==> src/rtl/mul_mantissa_seq_pkg.sv <==
// Shared definitions for the sequential mantissa multiplier: mantissa widths,
// FSM state encoding and a small sizing helper.
package mul_mantissa_seq_pkg;

   localparam int MANT_W_SP = 24;
   localparam int MANT_W_DP = 53;

   typedef enum logic [1:0] {
      ST_IDLE = 2'd0,
      ST_CALC = 2'd1,
      ST_DONE = 2'd2
   } mul_state_e;

   // Number of CHUNK_W-wide slices needed to cover a width-bit operand.
   function automatic int ceil_div(input int width, input int chunk);
      return (width + chunk - 1) / chunk;
   endfunction

endpackage

==> src/rtl/mul_mantissa_seq_adder.sv <==
// Parametrised unsigned adder used for the accumulate step.
module mul_mantissa_seq_adder #(
   parameter int W = 48
) (
   input  logic [W-1:0] A,
   input  logic [W-1:0] B,
   output logic [W-1:0] Sum,
   output logic         Carry
);

   // Full-width add with the carry split off the top.
   always_comb begin
      {Carry, Sum} = {1'b0, A} + {1'b0, B};
   end

endmodule

==> src/rtl/mul_mantissa_seq.sv <==
// Multi-cycle mantissa multiplier: retires one CHUNK_W-bit slice of MantB per
// cycle into a 2*MANT_W accumulator, then presents the product on a
// valid/ready output that holds under backpressure.
module mul_mantissa_seq
   import mul_mantissa_seq_pkg::*;
#(
   parameter int MANT_W  = MANT_W_SP,
   parameter int CHUNK_W = 8
) (
   input  logic                Clk,
   input  logic                Reset,
   input  logic                InValid,
   output logic                InReady,
   input  logic [MANT_W-1:0]   MantA,
   input  logic [MANT_W-1:0]   MantB,
   output logic                OutValid,
   input  logic                OutReady,
   output logic [2*MANT_W-1:0] MULResult,
   output logic                Busy
);

   localparam int NCHUNK = ceil_div(MANT_W, CHUNK_W);
   localparam int PAD_W  = NCHUNK * CHUNK_W;
   localparam int ACC_W  = 2 * MANT_W;
   localparam int PP_W   = MANT_W + CHUNK_W;
   localparam int EXT_W  = (PP_W > ACC_W) ? PP_W : ACC_W;
   localparam int CNT_W  = (NCHUNK > 1) ? $clog2(NCHUNK) : 1;
   localparam logic [CNT_W-1:0] CNT_LAST = CNT_W'(NCHUNK - 1);

   mul_state_e        state_q, state_d;
   logic [CNT_W-1:0]  cnt_q, cnt_d;
   logic [MANT_W-1:0] a_q, a_d;
   logic [PAD_W-1:0]  b_q, b_d;
   logic [ACC_W-1:0]  acc_q, acc_d;
   logic [ACC_W-1:0]  result_q, result_d;

   logic [CHUNK_W-1:0] slice_s;
   logic [PP_W-1:0]    pp_s;
   logic [ACC_W-1:0]   shifted_s;
   logic [ACC_W-1:0]   sum_s;

   // Select the MantB slice addressed by the chunk counter (slice 0 = LSBs).
   always_comb begin
      slice_s = '0;
      for (int k = 0; k < NCHUNK; k++) begin
         if (cnt_q == CNT_W'(k)) begin
            slice_s = b_q[k*CHUNK_W +: CHUNK_W];
         end else begin
            slice_s = slice_s;
         end
      end
   end

   // Behavioural MANT_W x CHUNK_W partial product.
   always_comb begin
      pp_s = {{CHUNK_W{1'b0}}, a_q} * {{MANT_W{1'b0}}, slice_s};
   end

   // Align the partial product to its slice position with a mux on the counter.
   always_comb begin
      shifted_s = '0;
      for (int k = 0; k < NCHUNK; k++) begin
         if (cnt_q == CNT_W'(k)) begin
            shifted_s = ACC_W'(EXT_W'(pp_s) << (CHUNK_W * k));
         end else begin
            shifted_s = shifted_s;
         end
      end
   end

   // The running sum is bounded by (2^MANT_W-1)^2, so the carry-out is never set.
   mul_mantissa_seq_adder #(
      .W (ACC_W)
   ) u_adder (
      .A     (acc_q),
      .B     (shifted_s),
      .Sum   (sum_s),
      .Carry ()
   );

   // Handshake decodes; InReady allows a new op on the same edge a result retires.
   always_comb begin
      InReady   = (state_q == ST_IDLE) || ((state_q == ST_DONE) && OutReady);
      OutValid  = (state_q == ST_DONE);
      Busy      = (state_q == ST_CALC);
      MULResult = result_q;
   end

   // Next-state logic: operand load, per-slice accumulate, result capture.
   always_comb begin
      state_d  = state_q;
      cnt_d    = cnt_q;
      a_d      = a_q;
      b_d      = b_q;
      acc_d    = acc_q;
      result_d = result_q;
      case (state_q)
         ST_IDLE: begin
            if (InValid) begin
               a_d     = MantA;
               b_d     = PAD_W'(MantB);
               acc_d   = '0;
               cnt_d   = '0;
               state_d = ST_CALC;
            end else begin
               state_d = ST_IDLE;
            end
         end
         ST_CALC: begin
            acc_d = sum_s;
            if (cnt_q == CNT_LAST) begin
               result_d = sum_s;
               cnt_d    = '0;
               state_d  = ST_DONE;
            end else begin
               cnt_d    = cnt_q + CNT_W'(1);
            end
         end
         ST_DONE: begin
            if (OutReady) begin
               if (InValid) begin
                  a_d     = MantA;
                  b_d     = PAD_W'(MantB);
                  acc_d   = '0;
                  cnt_d   = '0;
                  state_d = ST_CALC;
               end else begin
                  state_d = ST_IDLE;
               end
            end else begin
               state_d = ST_DONE;
            end
         end
         default: begin
            state_d = ST_IDLE;
            cnt_d   = '0;
         end
      endcase
   end

   // State and datapath registers; Reset drops any in-flight operation.
   always_ff @(posedge Clk) begin
      if (Reset) begin
         state_q  <= ST_IDLE;
         cnt_q    <= '0;
         a_q      <= '0;
         b_q      <= '0;
         acc_q    <= '0;
         result_q <= '0;
      end else begin
         state_q  <= state_d;
         cnt_q    <= cnt_d;
         a_q      <= a_d;
         b_q      <= b_d;
         acc_q    <= acc_d;
         result_q <= result_d;
      end
   end

endmodule
==> config.mk <==
export PLATFORM = sky130hd
export DESIGN_NAME = mul_mantissa_seq
export DESIGN_NICKNAME = d
export VERILOG_FILES = /design/src/rtl/mul_mantissa_seq_pkg.sv /design/src/rtl/mul_mantissa_seq_adder.sv /design/src/rtl/mul_mantissa_seq.sv
export SDC_FILE = /design/constraint.sdc
export NUM_CORES = 1
export LEC_CHECK = 0
export BUFFER_PORTS_ARGS = -buffer_cell sky130_fd_sc_hd__buf_2
export CELL_PAD_IN_SITES_DETAIL_PLACEMENT = 1
export CELL_PAD_IN_SITES_GLOBAL_PLACEMENT = 2
export CORE_UTILIZATION = 34
export DETAILED_ROUTE_END_ITERATION = 10
export GPL_ROUTABILITY_DRIVEN = 0
export PLACE_DENSITY = 0.89
export SLEW_MARGIN = 20
export SYNTH_ARGS = -nofsm -noshare
export SYNTH_HDL_FRONTEND = slang
export SYNTH_HIERARCHICAL = 1
export SYNTH_SLANG_ARGS = --single-unit
==> constraint.sdc <==
create_clock -name Clk -period 7.6 [get_ports Clk]
set_input_delay 0.38 -clock Clk [delete_from_list [all_inputs] [get_ports Clk]]
set_output_delay 0.38 -clock Clk [all_outputs]
set_load 0.005 [all_outputs]
==> results.txt <==
Run status: finished with violations
Failing checks: setup timing
Chip height: 209.5 um
R2R Path End: acc_q[46]
Critical path fanouts, max: 8
Multi-input gate area: 0.01242 mm2
WP buf/inv: 8
Starting density of the core: 34.65%
Maximum root-to-sink buffer count: 2
1st-pass router iterations: 5
Final worst slack: -0.7028 ns
Fraction of layout cells with a size suffix above 1: 33.96%
Initial antenna violation count: 1
DRT iter0 DRCs: 890
Critical path arrival: 8.70 ns
Detailed-route via count: 15.66k
Cell depth of the worst min-delay path: 3
Hold buffers post-CTS: 0
Avg Cell Area, Syn: 7.808 um2
PwrDens: 128.8 mW/mm2
HPWL after DPL: 38620 um
R2r setup slk: -0.70 ns
GRT Overall Usage: 26.42%
Fill cells: 4959
Fmax: 120.4 MHz
Register area: 0.002968 mm2
Setup TNS: -20.30 ns
Num CTS Buffers: 17
WL final: 63120 um
Hold_ws: 0.1307 ns
Leakage: 9.880 nW
Post-route minimum period: 8.303 ns
YS warnings: 6
DIE WIDTH: 209.5 um
FP Rows: 75
Worst EP required: 8.00 ns
Post-route ant nets: 0
DR vias/cell: 5.621
Critical path launch point type: flop
Max Slew Vio Count: 0
Final core utilization: 49.10%
Cell Area, Placed: 0.01747 mm2
Clock skew: 0.02263 ns
Worst vdd ir: 0.0001679 V
H-tree lvl count: 4
Cell count of the worst reg-to-reg path: 35
Nets: 2519
Min-delay src: MantA[7]
Final setup viols: 58
Slew @ Worst Pin: 1.144 ns
Endpoint class of the critical path: flop
# Max-Cap Violations: 0
Die area: 0.04387 mm2
Worst Hold Class: primary input to flop
Core area: 0.04223 mm2
Final period util: 109.2%
Drt wl/cell: 22.66 um
PortBufs: 102
Clk root buf: clkbuf_16
Vias in the first global route: 16.61k
CP Depth: 35
CTS sink count: 148
Fin area: 0.02073 mm2
Final hold vios: 0
Crit-path slowest cell: fa_1
Latest clock arrival within the worst-skew pair: 0.49 ns
Cells after Synth: 1874
Mapped Area: 0.01463 mm2
Reg clk slew, reported paths: 0.08 ns
Area grow syn2layout: 41.70%
Worst r2r src: cnt_q[0]
RSZ-0062 raised after global routing: yes
Min-Delay Endpoint: a_q[7]
Worst setup path class: flop to flop
Residual DRC: 0
Antenna diodes: 0
Overflow after GRT: 0
IO Count: 103
CTS tree: done
Top Family by Delay on Critical Path: adder cells
Largest net degree at the start of global routing: 94
Global-route wire length before repair: 90870 um
Critical Path Max Stage Delay: 0.56 ns
Syn_nets: 2159
Rel. slew slack: 23.76%
-- layer usage --
metal  global-route usage, %  vias up  wire (um)
met5                       0        -          0
met4                   11.05        0       3272
met3                   3.905      243       3291
met2                   47.91      599      32200
met1                   30.96     7893      24360
li1                        -     6925          -
-- area by class of cell --
class	count	share of cell area (%)
clock inverters	12	0.8207
well taps	539	3.252
clock buffers	20	2.203
multi-input cells	1455	59.90
repair buffers	446	16.50
flip-flops and latches	148	14.31
inverters	166	3.005
-- per-stage QoR --
step / cells / setup WS [ns] / power (W)
2_1_floorplan: 1874 / 0.01748 / 0.001194
3_3_place_gp: 2657 / -0.5093 / 0.001459
3_5_place_dp: 2659 / -0.7338 / 0.001485
4_1_cts: 2749 / -0.09685 / 0.002556
5_1_grt: 2786 / -0.8612 / 0.002766
6_report: 2786 / -0.7028 / 0.002670
-- flip-flops by register name, summed over array words and instances (netlist names) --
register / count
MULResult: 48
a_q: 24
acc_q: 48
b_q: 24
cnt_q: 2
state_q: 2
-- cell usage in the layout, fill, tap and decap left out, drive strengths merged, types with 14 or more instances in the layout --
cell and instances:
nand2 366, a21oi 223, dfxtp 148, clkbuf 20
xor2 30, a21o 46, buf 446, nand4 14
nor2 60, xnor2 40, ha 100, a31oi 17
nand3 63, o21ai 58, and2 158, fa 133
inv 170
-- worst register-to-register path: cells and delay by family (launching register included) --
family	cells	cell delay, ns
simple gates	8	1.11
compound gates	11	2.60
xor+xnor	2	0.44
fa+ha+maj	6	2.67
flops	1	0.37
buf+inv	8	1.01
-- worst max-delay path by stage --
| stage | startpoint | end |
|---|---|---|
| 2_1_floorplan | cnt_q[0] | acc_q[45] |
| 3_3_place_gp | cnt_q[0] | MULResult[43] |
| 3_5_place_dp | cnt_q[0] | MULResult[42] |
| 4_1_cts | cnt_q[0] | acc_q[45] |
| 5_1_grt | cnt_q[0] | MULResult[44] |
| 6_report | cnt_q[0] | acc_q[46] |
-- power breakdown --
| group | switching, W | internal (W) |
|---|---|---|
| Clock | 0.000411 | 0.000541 |
| Combinational | 0.000501 | 0.000382 |
| Sequential | 0.0000352 | 0.000800 |
-- timing repair --
item,4_1_cts,5_1_grt
pin swaps,148,109
endpoints found under the setup margin,59,60
cloned,4,0
gates resized for setup,257,127
setup buffers,60,38
(Power assumes the default switching activity.)
